===== src/rtl/alu_pkg.sv =====
// Shared types for the multi-cycle ALU: opcode and controller state encodings,
// plus the default datapath width.
package alu_pkg;

  localparam int ALU_W_DEFAULT = 12;

  typedef enum logic [2:0] {
    OP_ADD   = 3'd0,
    OP_SUB   = 3'd1,
    OP_MUL   = 3'd2,
    OP_AND   = 3'd3,
    OP_OR    = 3'd4,
    OP_PASSB = 3'd5,
    OP_SHL   = 3'd6,
    OP_SHR   = 3'd7
  } alu_op_e;

  typedef enum logic [1:0] {
    S_IDLE = 2'd0,
    S_EXEC = 2'd1,
    S_MUL  = 2'd2,
    S_DONE = 2'd3
  } alu_state_e;

endpackage


===== src/rtl/alu_mul_seq.sv =====
// Sequential shift-add multiplier: one multiplier bit per enabled cycle, N
// iterations, 2N-bit product. Only instantiated when ALU_MUL_EN is defined.
module alu_mul_seq
  import alu_pkg::*;
#(
  parameter int N = ALU_W_DEFAULT
) (
  input  logic           clk,
  input  logic           rst_n,
  input  logic           load_i,
  input  logic           en_i,
  input  logic [N-1:0]   mcand_i,
  input  logic [N-1:0]   mplier_i,
  output logic [2*N-1:0] prod_o,
  output logic           last_o
);

  localparam int CW = $clog2(N + 1);

  logic [CW-1:0]  cnt_q;
  logic [N-1:0]   mcand_q;
  logic [2*N-1:0] prod_q;
  logic [N:0]     sum;

  // Multiplier sits in the low half and is consumed LSB-first as the
  // accumulating upper half shifts down into it.
  assign sum = {1'b0, prod_q[2*N-1:N]} + (prod_q[0] ? {1'b0, mcand_q} : '0);

  always_ff @(posedge clk or negedge rst_n) begin
    if (!rst_n) begin
      cnt_q   <= '0;
      mcand_q <= '0;
      prod_q  <= '0;
    end else if (load_i) begin
      cnt_q   <= CW'(N - 1);
      mcand_q <= mcand_i;
      prod_q  <= {{N{1'b0}}, mplier_i};
    end else if (en_i) begin
      prod_q <= {sum, prod_q[N-1:1]};
      if (cnt_q != '0) cnt_q <= cnt_q - 1'b1;
    end
  end

  assign prod_o = prod_q;
  assign last_o = en_i && (cnt_q == '0);

endmodule


===== src/rtl/alu.sv =====
// Multi-cycle ALU with registered result and flags. Define ALU_MUL_EN to build
// the iterative multiplier; otherwise MUL reports an illegal-op result.
//
// state  | meaning
// IDLE   | waiting for start; operands/op captured on start
// EXEC   | result and flags registered from captured operands
// MUL    | shift-add iterations, one multiplier bit per cycle
// DONE   | done pulse issued, busy dropped, back to IDLE
module alu
  import alu_pkg::*;
#(
  parameter int N = ALU_W_DEFAULT
) (
  input  logic         clk,
  input  logic         rst_n,
  input  logic         start,
  input  logic [2:0]   op,
  input  logic [N-1:0] a,
  input  logic [N-1:0] b,
  output logic [N-1:0] alu_out,
  output logic         busy,
  output logic         done,
  output logic         z_flag,
  output logic         c_flag
);

  alu_state_e   state_q;
  alu_op_e      op_q;
  logic [N-1:0] a_q, b_q, alu_out_q;
  logic         z_q, c_q, busy_q, done_q;
  logic [N-1:0] res;
  logic         cout;
  logic         mul_last;

`ifdef ALU_MUL_EN
  localparam bit MUL_EN = 1'b1;
  logic [2*N-1:0] mul_prod;

  alu_mul_seq #(.N(N)) u_mul (
    .clk      (clk),
    .rst_n    (rst_n),
    .load_i   (state_q == S_IDLE && start && op == OP_MUL),
    .en_i     (state_q == S_MUL),
    .mcand_i  (a),
    .mplier_i (b),
    .prod_o   (mul_prod),
    .last_o   (mul_last)
  );
`else
  localparam bit MUL_EN = 1'b0;
  assign mul_last = 1'b0;
`endif

  always_comb begin
    res  = '0;
    cout = 1'b0;
    case (op_q)
      OP_ADD:   {cout, res} = {1'b0, a_q} + {1'b0, b_q};
      OP_SUB:   {cout, res} = {1'b0, a_q} - {1'b0, b_q};
`ifdef ALU_MUL_EN
      OP_MUL: begin
        res  = mul_prod[N-1:0];
        cout = |mul_prod[2*N-1:N];
      end
`else
      // No multiplier: zero result with carry set flags the illegal op.
      OP_MUL: begin
        res  = '0;
        cout = 1'b1;
      end
`endif
      OP_AND:   res = a_q & b_q;
      OP_OR:    res = a_q | b_q;
      OP_PASSB: res = b_q;
      OP_SHL: begin
        res  = {a_q[N-2:0], 1'b0};
        cout = a_q[N-1];
      end
      OP_SHR: begin
        res  = {1'b0, a_q[N-1:1]};
        cout = a_q[0];
      end
      default: res = '0;
    endcase
  end

  always_ff @(posedge clk or negedge rst_n) begin
    if (!rst_n) begin
      state_q   <= S_IDLE;
      op_q      <= OP_ADD;
      a_q       <= '0;
      b_q       <= '0;
      alu_out_q <= '0;
      z_q       <= 1'b0;
      c_q       <= 1'b0;
      busy_q    <= 1'b0;
      done_q    <= 1'b0;
    end else begin
      done_q <= 1'b0;
      case (state_q)
        S_IDLE: if (start) begin
          a_q     <= a;
          b_q     <= b;
          op_q    <= alu_op_e'(op);
          busy_q  <= 1'b1;
          state_q <= (MUL_EN && op == OP_MUL) ? S_MUL : S_EXEC;
        end
        S_MUL: if (mul_last) state_q <= S_EXEC;
        S_EXEC: begin
          alu_out_q <= res;
          z_q       <= (res == '0);
          c_q       <= cout;
          state_q   <= S_DONE;
        end
        S_DONE: begin
          done_q  <= 1'b1;
          busy_q  <= 1'b0;
          state_q <= S_IDLE;
        end
        default: state_q <= S_IDLE;
      endcase
    end
  end

  assign alu_out = alu_out_q;
  assign z_flag  = z_q;
  assign c_flag  = c_q;
  assign busy    = busy_q;
  assign done    = done_q;

endmodule


===== config.mk =====
export PLATFORM = sky130hd
export DESIGN_NAME = alu
export DESIGN_NICKNAME = d
export VERILOG_FILES = /design/src/rtl/alu_pkg.sv /design/src/rtl/alu_mul_seq.sv /design/src/rtl/alu.sv
export SDC_FILE = /design/constraint.sdc
export NUM_CORES = 1
export LEC_CHECK = 0
export CAP_MARGIN = 0
export CORE_UTILIZATION = 35
export DETAILED_ROUTE_END_ITERATION = 6
export PLACE_DENSITY_LB_ADDON = 0.2
export SLEW_MARGIN = 20
export SYNTH_ARGS = -nofsm -noshare
export SYNTH_HDL_FRONTEND = slang
export SYNTH_HIERARCHICAL = 1
export SYNTH_SLANG_ARGS = --single-unit

===== constraint.sdc =====
create_clock -name clk -period 2.9 [get_ports clk]
set_clock_uncertainty 0.15 [all_clocks]
set_input_delay 0.435 -clock clk [delete_from_list [all_inputs] [get_ports clk]]
set_output_delay 0.435 -clock clk [all_outputs]
set_load 0.01 [all_outputs]

* After elaboration in Yosys (flattened, before gate mapping) *
Index checks and enable logic that the tools add are counted.

word-level totals
  flip-flop bits (word level) = 45
  input port bits = 30
  output and inout bits = 16
  word-level logic and storage cells = 39

cells by class
  add/sub/neg operators = 2
  eq/ne operators = 11
  mux-type cells = 7
  bitwise gates (word level) = 3
  reduce and logical (&&, ||, !) cells = 7

operators with widths
  cell                  count
  $pmux W12 S8          1
  $add A12 B12 Y13      1
  $sub A12 B12 Y13      1
  $and A12 B12 Y12      1
  $eq A3 B3 Y1 const B  4
  $logic_not A12 Y1     1
  $or A12 B12 Y12       1
  $eq A3 B2 Y1 const B  2
  $pmux W2 S3           1
  $reduce_and A2 Y1     3
  $pmux W1 S5           1
  $eq A2 B2 Y1 const B  2
  $eq A3 B1 Y1 const B  1
  $logic_not A3 Y1      1
  $eq A2 B1 Y1 const B  1
  $logic_not A2 Y1      1
  $mux W1               2
  $mux W2               1
  $ne A2 B2 Y1 const B  1
  $pmux W1 S2           1
  $reduce_bool A2 Y1    1
  $not A1 Y1            1

* Logic depth before layout (Yosys ltp) *
  word-level depth = 3
  gate-level depth with buffers = 11
  depth with buffers taken out = 11

* Least setup slack after synthesis *
Ideal clock, no wire load.

  path kind = register to register
  start = register a_q[6]
  end = register z_q, in the netlist z_flag
  library setup time = 122 ps
  data arrival time = 2,290 ps
  data required time = 2,628 ps
  path slack = 339 ps
  cell stages (with the launch flop) = 11
  path buffers = 1
  period minus slack after synthesis = 2,561 ps
  path through = dfrtp_1 inv_1 ha_1 buf_6 or4_1 a21oi_2 nor3_1 a32o_1 a221oi_2 nor3_1 a32o_1

between the ends
  cells in the longest elaborated chain, start to end = 3
  elaborated cells on any way between the ends = 6
  those cells by class = add/sub (2); mux (1); bitwise (2); reduce/logical (1)

ends and longest elaborated chain
  what                                            RTL line    source
  from (decl)                                     alu.sv:29   logic [N-1:0] a_q, b_q, alu_out_q;
  from (signal assigned)                          alu.sv:91   a_q <= '0;
  from (signal assigned)                          alu.sv:102  a_q <= a;
  $sub A12 B12 Y13, or another cell as far along  alu.sv:59   OP_SUB: {cout, res} = {1'b0, a_q} - {1'b0, b_q};
  $pmux W12 S8 (*)                                alu.sv:57   case (op_q)
  $logic_not A12 Y1 (*)                           alu.sv:111  z_q <= (res == '0);
  to (signal assigned)                            alu.sv:111
  to (decl)                                       alu.sv:30   logic z_q, c_q, busy_q, done_q;

Every way passes the cells marked *; elsewhere a longest branch is shown, timed or not.
A chain may end at the register's enable or synchronous reset.

* Worst setup path after layout *
  start = register b_q[5]
  end = register alu_out_q[10], in the netlist alu_out[10]

between the ends
  cells in the longest elaborated chain, start to end = 2
  elaborated cells on any way between the ends = 3
  those cells by class = add/sub (2); mux (1)

ends and longest elaborated chain
  what                                                         RTL line              source
  from (decl)                                                  alu.sv:29
  from (signal assigned)                                       alu.sv:92             b_q <= '0;
  from (signal assigned)                                       alu.sv:103            b_q <= b;
  $sub A12 B12 Y13 / $add A12 B12 Y13 (equally long branches)  alu.sv:59, alu.sv:58
  $pmux W12 S8 (*)                                             alu.sv:57
  to (signal assigned)                                         alu.sv:110            alu_out_q <= res;
  to (decl)                                                    alu.sv:29

Marked as above.

==> flow_metrics.py <==
metrics = {
    "synth": {
        "avgSynthCellArea_um2": 8.93,
        "syn-num-nets": 476,
        "synth_warnings": 6,
        "ys.flop_type": "dfrtp_1",
        "ys_ff_latch": 45,
        "synthTopCellsByArea": "dfrtp_1 (31%), ha_1 (12%), o21ai_0 (5.8%), nand2_1 (5.5%), inv_1 (3.5%)",
        "synth_cells": 408,
        "synth_edf_count": 0,
        "synthMostInstantiatedCell": "nand2_1",
        "synth.top_cell.area_share": 0.309,
        "syn-cell-area_mm2": 0.00364,
        "yosysUniqueCellTypes": 72,
        "async_flop_share": 1.00,
        "ys_top_cells_by_count": "nand2_1 (53), dfrtp_1 (45), o21ai_0 (42)",
        "seq_area_frac_synth": 0.309,
        "yosysTopAreaCell": "dfrtp_1",
    },
    "global_routing": {
        "grt_pass1_wl_um": 16900,
        "grt_max_degree": 34,
        "globalRoute.busiestLayer": "met2",
        "overflow": 0,
        "grt_use_total": 0.200,
        "grtUsageMet3": 0.0238,
        "gr-usage-met2": 0.338,
        "grt_pass1_vias": 3242,
        "antenna_found_initial": 0,
        "use_met1": 0.268,
    },
    "layout": {
        "syn2layout_area_growth_pct": 28.9,
        "antenna-diode-count": 0,
        "final_layout_size_suffix_gt1_frac": 0.207,
        "fillers": 1005,
        "fin_cells": 616,
        "final_nets": 550,
        "post-route-util": 0.474,
        "fin_area_mm2": 0.00470,
    },
    "die": {
        "io_pins": 46,
        "die_w_um": 104,
        "fp.coreArea_mm2": 0.00991,
        "die_y_um": 104,
        "die_area_mm2": 0.0108,
        "num_rows": 36,
        "start_util": 0.368,
    },
    "sta": {
        "finalWorstSetupSlack_ps": 125,
        "finalSetupViolCount": 0,
        "fin_crit_sh": 0.957,
        "period_minus_slack_ps": 2780,
        "timing.fmax_mhz": 360,
        "relSlewSlack": 0.571,
        "hold_slack_ps": 331,
        "max_slew.worst_pin.slew_ps": 642,
        "hold_viol_final": 0,
        "setup_tns_ps": 0,
        "drv_slew": 0,
    },
    "clocking": {
        "cts_tree": "yes",
        "htree_num_levels": 2,
        "ctsLongestPathBuffers": 2,
        "clk_pin_slew_ps": 100,
        "cts_sinks": 45,
        "cts_made_buffers": 5,
        "clock_latency_ps": 310,
        "cts_root_buffer": "clkbuf_8",
    },
    "critical_path": {
        "end_kind": "flop",
        "worstSetupPathType": "reg2reg",
        "critPathArrivalTime_ps": 2840,
        "cp_data_required_time_ps": 2960,
        "critPathMaxFanout": 7,
        "worstSetupStartpointType": "flop",
        "r2r_cells": 10,
    },
    "placed_design": {
        "dpl_cell_area_mm2": 0.00443,
        "placed_cells": 602,
        "hpwl_um": 8360,
        "io_buffers": 45,
        "dp_slack_ps": 11.2,
        "place.gp.congestion": 0.882,
    },
    "route": {
        "route.detailed.drc": 0,
        "routed_via_density": 5.36,
        "wl_per_cell_um": 17.2,
        "postRouteAntennaNets": 0,
        "firstDrtPassIters": 5,
        "wl_um": 10600,
        "dr.first_iter.drc_count": 181,
        "num_vias": 3304,
    },
    "power": {
        "pwr_density_cell_mw_per_mm2": 1430,
        "switching_share": 0.475,
        "p_leak_nw": 2.00,
        "power.total_mw": 6.70,
        "irDropWorstVdd_mv": 0.483,
        "p_comb_frac": 0.743,
        "p_int_mw": 3.52,
        "seqPwrFrac": 0.179,
        "clkPwrFrac": 0.078,
        "netSwitchingPower_mw": 3.18,
    },
    "status": {
        "status": "finished, final reports clean",
    },
    "worst_hold_path": {
        "holdPathStages": 2,
        "worstHoldPathType": "reg2reg",
    },
    "job": {
        "cap_violations": 0,
    },
}
==> critical path, stage by stage, from the launching register on <==
cell	delay, ps
dfrtp_1	380
inv_1	90
ha_2	460
inv_1	110
a211oi_4	400
a21oi_2	130
nor3_1	280
a32o_1	190
a221oi_2	70
buf_4	150
mux2_2	250
==> layer usage <==
metal	wire length [um]	part of all wire	vias to the layer above
li1	-	-	1604
met1	4970	0.47	1596
met2	4940	0.47	91
met3	445	0.042	13
met4	213	0.020	0
met5	0	0	-
==> flip-flops by register name, indices dropped and copies added, names as in the netlist <==
signal / count
busy: 1
b_q: 12
z_flag: 1
c_flag: 1
state_q: 2
a_q: 12
alu_out: 12
done: 1
op_q: 3
==> placed cells by master (no fill, tap or decap), types with 11 or more instances in the layout <==
cell type	instances
a21oi_1	14
buf_4	43
clkdlybuf4s50_1	44
dfrtp_1	43
ha_1	29
inv_1	33
nand2_1	53
nor2_1	22
nor3_1	11
o21ai_0	42
==> final timing paths <==
kind	slack, ps	from	end
max in group asynchronous	1380	rst_n	b_q[9]
hold reg to reg	330	alu_out[8]	alu_out[8]
setup reg to reg	120	b_q[5]	alu_out[10]
hold / removal	330	alu_out[8]	alu_out[8]
setup / recovery	120	b_q[5]	alu_out[10]
min in group asynchronous	490	rst_n	b_q[6]
==> cell type report <==
class,instances,area (um^2),share of cell area
Clock buffer,6,82.6,0.0176
Clock inverter,2,37.5,0.00799
Inverter,35,131,0.0280
Multi-Input combinational cell,305,2350,0.501
Sequential cell,45,1130,0.240
Tap cell,133,166,0.0354
Timing Repair Buffer,90,798,0.170
==> logic make-up after synthesis <==
family / synth area share
simple gates: 0.159
fa+ha+maj: 0.135
xor+xnor: 0.0168
flops: 0.309
mux: 0.0632
buf+inv: 0.0735
compound gates: 0.243
==> power groups by stage <==
stage | logic [mW] | registers, mW | clock network (mW)
final | 4.98 | 1.20 | 0.519
after detailed placement | 4.61 | 1.21 | 0
after global routing | 5.42 | 1.26 | 0.551
after global placement | 4.62 | 1.19 | 0
after CTS | 4.65 | 1.20 | 0.529
after floorplan | 3.09 | 1.19 | 0
==> repair_timing <==
item	in CTS	in global routing
resized for setup	2	20
hold buffers	1	0
endpoints found under the setup margin	1	2
setup buffers	0	5
hold endpoints to repair	19	0
pin swaps	0	8
Power figures use the tool's default switching activity.
==> patch 1, RTL diff (same flow settings) <==
`ALU_W_DEFAULT`: 12 -> 24.
--- a/src/rtl/alu_pkg.sv
+++ b/src/rtl/alu_pkg.sv
@@ -2,7 +2,7 @@
 // plus the default datapath width.
 package alu_pkg;
 
-  localparam int ALU_W_DEFAULT = 12;
+  localparam int ALU_W_DEFAULT = 24;
 
   typedef enum logic [2:0] {
     OP_ADD   = 3'd0,
Ports: changed (resized a, alu_out and b); port bits go from 46 to 82. The function was not compared with the original's and may differ.
==> patch 1 against the original RTL <==
  * The flow now finishes with violations (negative setup slack)
  * Cell area is 140% higher
  * Utilization rose by 7.2 points
  * Global-route usage up 6.4 points
  * Setup slack worse by 0.50 ns
  * Routed wire length grew to 2.7 times the old value
  * Synthesized cell count up 120%
  * Synthesized area rose by 100%
  * Sequential cell count up 36
  * First-iteration DRC count up 140%
  * Critical endpoint is now z_flag$_DFFE_PN0N_
  * Largest cell class unchanged
Power is left out: the tool's default activity adds up to more than one toggle a clock period on the data nets, which glitch-free logic cannot reach.
==> patch 1: results (changes against the original RTL) <==
Logic synthesis
  – Adder-cell share of the synthesized area: 12.7% (-0.73 points)
  – Unique cell type count in the Yosys netlist: 86 (+19%)
  – Post-synthesis mux area share: 6.45% (+0.13 points)
  – Yosys top cell area share: 27.4% (-3.5 points)
  – Synth warnings: 6 (unchanged)
  – Seq/Total Area, Yosys: 27.4% (-3.5 points)
  – Xor and xnor area share after synthesis: 2.13% (+0.45 points)
  – Asr flop ratio synth: 100% (unchanged)
  – Net count after synthesis: 1042 (+120%)
  – Synth cell count leaders: nand2_1, o21ai_0, dfrtp_1
  – Post-synthesis compound-gate area fraction: 29.3% (+5.0 points)
  – Ranking of synthesized cells by area: dfrtp_1, ha_1, o21ai_0

Final layout
  – Fin nets: 1349 (+150%)
  – Layout cell share with drive strength beyond 1: 33.2% (+12 points)
  – Ant. Diodes: 0 (unchanged)

GRT
  – First-pass GRT wire length: 44200 µm (+160%)
  – Tot GR Track Use: 26.4% (+6.4 points)
  – Largest net degree at the start of global routing: 103 (+200%)
  – Vias in the first global route: 8099 (+150%)
  – Initial antenna violation count: 1 (+1)

Worst setup path
  – Crit-path max FO: 4 (-3)
  – Worst setup path end: z_flag$_DFFE_PN0N_
  – Delay of the slowest critical-path stage: 0.43 ns (-0.03 ns)
  – CP top delay family: compound AO/OA/AOI/OAI gates
  – Slowest CP cell: dfrtp_2
  – CP arrival: 3.39 ns (+0.55 ns)
  – Crit path from: a_q[0]$_DFFE_PN0P_
  – Reg2Reg Depth: 13 (+3)

Placed design
  – Post-DP HPWL: 21700 µm (+160%)
  – GP Congestion: 0.953 (+8.0%)
  – Port buffer count: 81 (+80%)
  – Place WS: -0.473 ns (-0.484 ns)

Timing
  – TNS Setup: -1.40 ns (-1.40 ns)
  – Final setup fails: 10 (+10)
  – Setup ws final: -0.375 ns (-0.500 ns)
  – Worst slew margin: 29.5% (-28 points)

Clock tree
  – # hold bufs at CTS: 1 (unchanged)
  – CTS max path bufs: 2 (unchanged)
  – Clock tree root driver cell: clkbuf_16
  – Max H-tree Level: 3 (+1)
  – CTS Buf Count: 9 (+4)
  – Post-CTS Setup Bufs: 9 (+9)
  – CTS clk-pin slew, worst paths: 0.08 ns (-0.02 ns)
  – Post-cts resize count: 52 (+50)
  – Clock Latency Late Sink: 0.37 ns (+0.06 ns)

Job
  – Max Cap Viol: 0 (unchanged)

Hold path
  – Hold/Removal Path Class: reg -> reg
  – Worst hold start: alu_out[14]$_DFFE_PN0N_
  – Hold path cells: 2 (unchanged)
  – Hold EP: alu_out[14]$_DFFE_PN0N_

Status
  – Failing checks: negative setup slack
  – Status: finished, violations left

Route
  – Initial DRC count: 434 (+140%)
  – Wire per inst: 18.7 µm (+9.2%)
  – Vias post-DR: 8022 (+140%)
  – Drt first pass iters: 5 (unchanged)
patch 1: cell count changes after synthesis, sizes merged, moves of 13 or more:
cell,delta
a21oi,+65
buf,+14
clkbuf,+17
dfrtp,+36
ha,+36
inv,+41
mux2i,+13
nand2,+76
nor2,+22
o21ai,+66
patch 1: per-layer routing:
metal / share of wire, % / vias to the layer above / global-route usage [%]
li1: - / 3896 / -
met5: 0.18 / - / 0
met4: 3.1 / 2 / 10.9
met2: 48 / 231 / 44.6
met1: 45 / 3838 / 34.2
met3: 4.5 / 55 / 2.86
patch 1: metrics by stage:
step                area (µm²)  cells  hold slack [ns]
global placement         10300   1469            0.299
floorplan                 7430    914          -0.0106
CTS                      11000   1494            0.337
detailed placement       10300   1469            0.304
finish                   11200   1496            0.325
global route             11200   1496            0.359
patch 1: area by class of cell:
cell class	count	area [µm²]
Fill cell	1981	9310
Multi-Input combinational cell	703	5290
Timing Repair Buffer	350	2920
Sequential cell	81	2030
Tap cell	270	338
Inverter	76	285
Clock buffer	9	225
Clock inverter	7	105
==> patch 2, RTL diff (config.mk and constraints unchanged) <==
Without the edit above. Put one more register stage on the output `z_flag`, with the module's reset. The value now appears one clock later. The other outputs are not delayed to match.
--- a/src/rtl/alu.sv
+++ b/src/rtl/alu.sv
@@ -123,7 +123,13 @@
   end
 
   assign alu_out = alu_out_q;
-  assign z_flag  = z_q;
+  always_ff @(posedge clk or negedge rst_n) begin
+    if (!rst_n) begin
+      z_flag <= '0;
+    end else begin
+      z_flag <= z_q;
+    end
+  end
   assign c_flag  = c_q;
   assign busy    = busy_q;
   assign done    = done_q;
Check against the original RTL: not equivalent (a bounded check fails within 4 cycles, from zero or initial values and one cycle with rst_n low).
==> patch 2 against the original RTL <==
  * The flow now finishes with violations (negative hold slack)
  * Routed wire length is 0.58% lower
  * Cell area up 4.4%
  * Synthesized area grew 1.8%
  * Power is 3.3% higher
  * Setup slack worse by 0.031 ns
  * Utilization rose by 0.32 points
  * Sequential cell count increased by 1
  * Via count grew 5.8%
  * Worst hold slack worse by 0.36 ns
  * Largest power group unchanged
  * Highest routed layer unchanged
==> patch 2: results (changes against the original RTL) <==
Status
  – Status: finished, violations left
  – Failing checks: negative hold slack

Timing
  – Fin. Hold Viols: 46 (+46)
  – Final hold slack: -0.0319 ns (-0.363 ns)

Logic synthesis
  – Ranking of synthesized cells by area: dfrtp_1, ha_1, o21ai_0
  – Net count after synthesis: 513 (+7.8%)
  – Seq/Total Area, Yosys: 31.0% (+0.13 points)
  – Adder-cell share of the synthesized area: 13.2% (-0.24 points)
  – Post-synthesis compound-gate area fraction: 26.4% (+2.0 points)
  – Unique cell type count in the Yosys netlist: 65 (-9.7%)
  – Yosys top cell area share: 31.0% (+0.13 points)

Clock tree
  – Post-cts resize count: 6 (+4)
  – Post-CTS Setup Bufs: 1 (+1)

Worst setup path
  – Reg-to-reg endpoint: z_q$_DFFE_PN0N_
  – Reg2Reg Setup Slack: 0.09 ns (-0.03 ns)
  – Crit-path max FO: 5 (-2)
  – CP arrival: 2.87 ns (+0.03 ns)
  – Slowest CP cell: dfrtp_1

Power
  – Peak VDD IR: 364 µV (-25%)
  – LEAKAGE: 0.00211 µW (+5.6%)
  – Cell Pwr Density: 1410 nW/µm² (-1.1%)

Final layout
  – Clkbuf count: 7 (+1)
  – Buffer share of cell area: 17.1% (+0.071 points)
  – Comb_multi_in: 337 (+10%)
  – Layout clock area frac: 2.14% (-0.41 points)
  – Final Non-Filler Cells: 656 (+6.5%)
  – Fin nets: 587 (+6.7%)
  – Layout cell share with drive strength beyond 1: 21.5% (+0.83 points)

GRT
  – Tot GR Track Use: 19.2% (-0.78 points)
  – Vias in the first global route: 3161 (-2.5%)

Route
  – Drt first pass iters: 6 (+1)
  – Final WL: 10500 µm (-0.58%)
  – Initial DRC count: 200 (+10%)

Placed design
  – GP Congestion: 0.858 (-2.7%)
  – Post-DP HPWL: 7930 µm (-5.1%)

Die
  – Total core area: 10300 µm² (+3.7%)
patch 2: cell count changes after synthesis, moves of 4 or more:
cell / unedited run / this run
xnor2_1: 6 / 0
a21oi_1: 14 / 28
a22o_1: 2 / 6
nor2_1: 23 / 29
nand2_1: 53 / 59
o21ai_0: 42 / 57
buf_6: 4 / 0
clkbuf_1: 9 / 13
patch 2: worst max-delay path by stage:
| stage | startpoint | slack [ns] | cells past startpoint | to |
|---|---|---|---|---|
| finish | b_q[5]$_DFFE_PN0P_ | 0.09 | 10 | z_q$_DFFE_PN0N_ |
| CTS | b_q[1]$_DFFE_PN0P_ | -0.04 | 10 | z_q$_DFFE_PN0N_ |
| detailed placement | b_q[1]$_DFFE_PN0P_ | -0.13 | 10 | z_q$_DFFE_PN0N_ |
| floorplan | a_q[0]$_DFFE_PN0P_ | 0.19 | 11 | z_q$_DFFE_PN0N_ |
| global placement | b_q[1]$_DFFE_PN0P_ | -0.15 | 10 | z_q$_DFFE_PN0N_ |
| global route | b_q[5]$_DFFE_PN0P_ | -0.09 | 11 | z_q$_DFFE_PN0N_ |
patch 2: stage by stage:
step / worst slack (ns) / total power (µW)
final: 0.0944 / 6920
after global placement: -0.152 / 5700
after CTS: -0.0366 / 6300
after floorplan: 0.192 / 4160
after detailed placement: -0.132 / 5710
after global routing: -0.0862 / 7500
patch 2: power by group:
part,total (µW),switching [µW],internal [µW]
Combinational,5230,2830,2400
Clock,464,244,219
Sequential,1230,280,946
patch 2: layer usage:
metal  vias to the layer above  GRT usage [%]  share of wire (%)
li1                       1715              -                  -
met3                        10           2.62                4.5
met2                       118           28.9                 43
met4                         0           4.12               0.89
met5                         -              0                  0
met1                      1651           29.0                 51
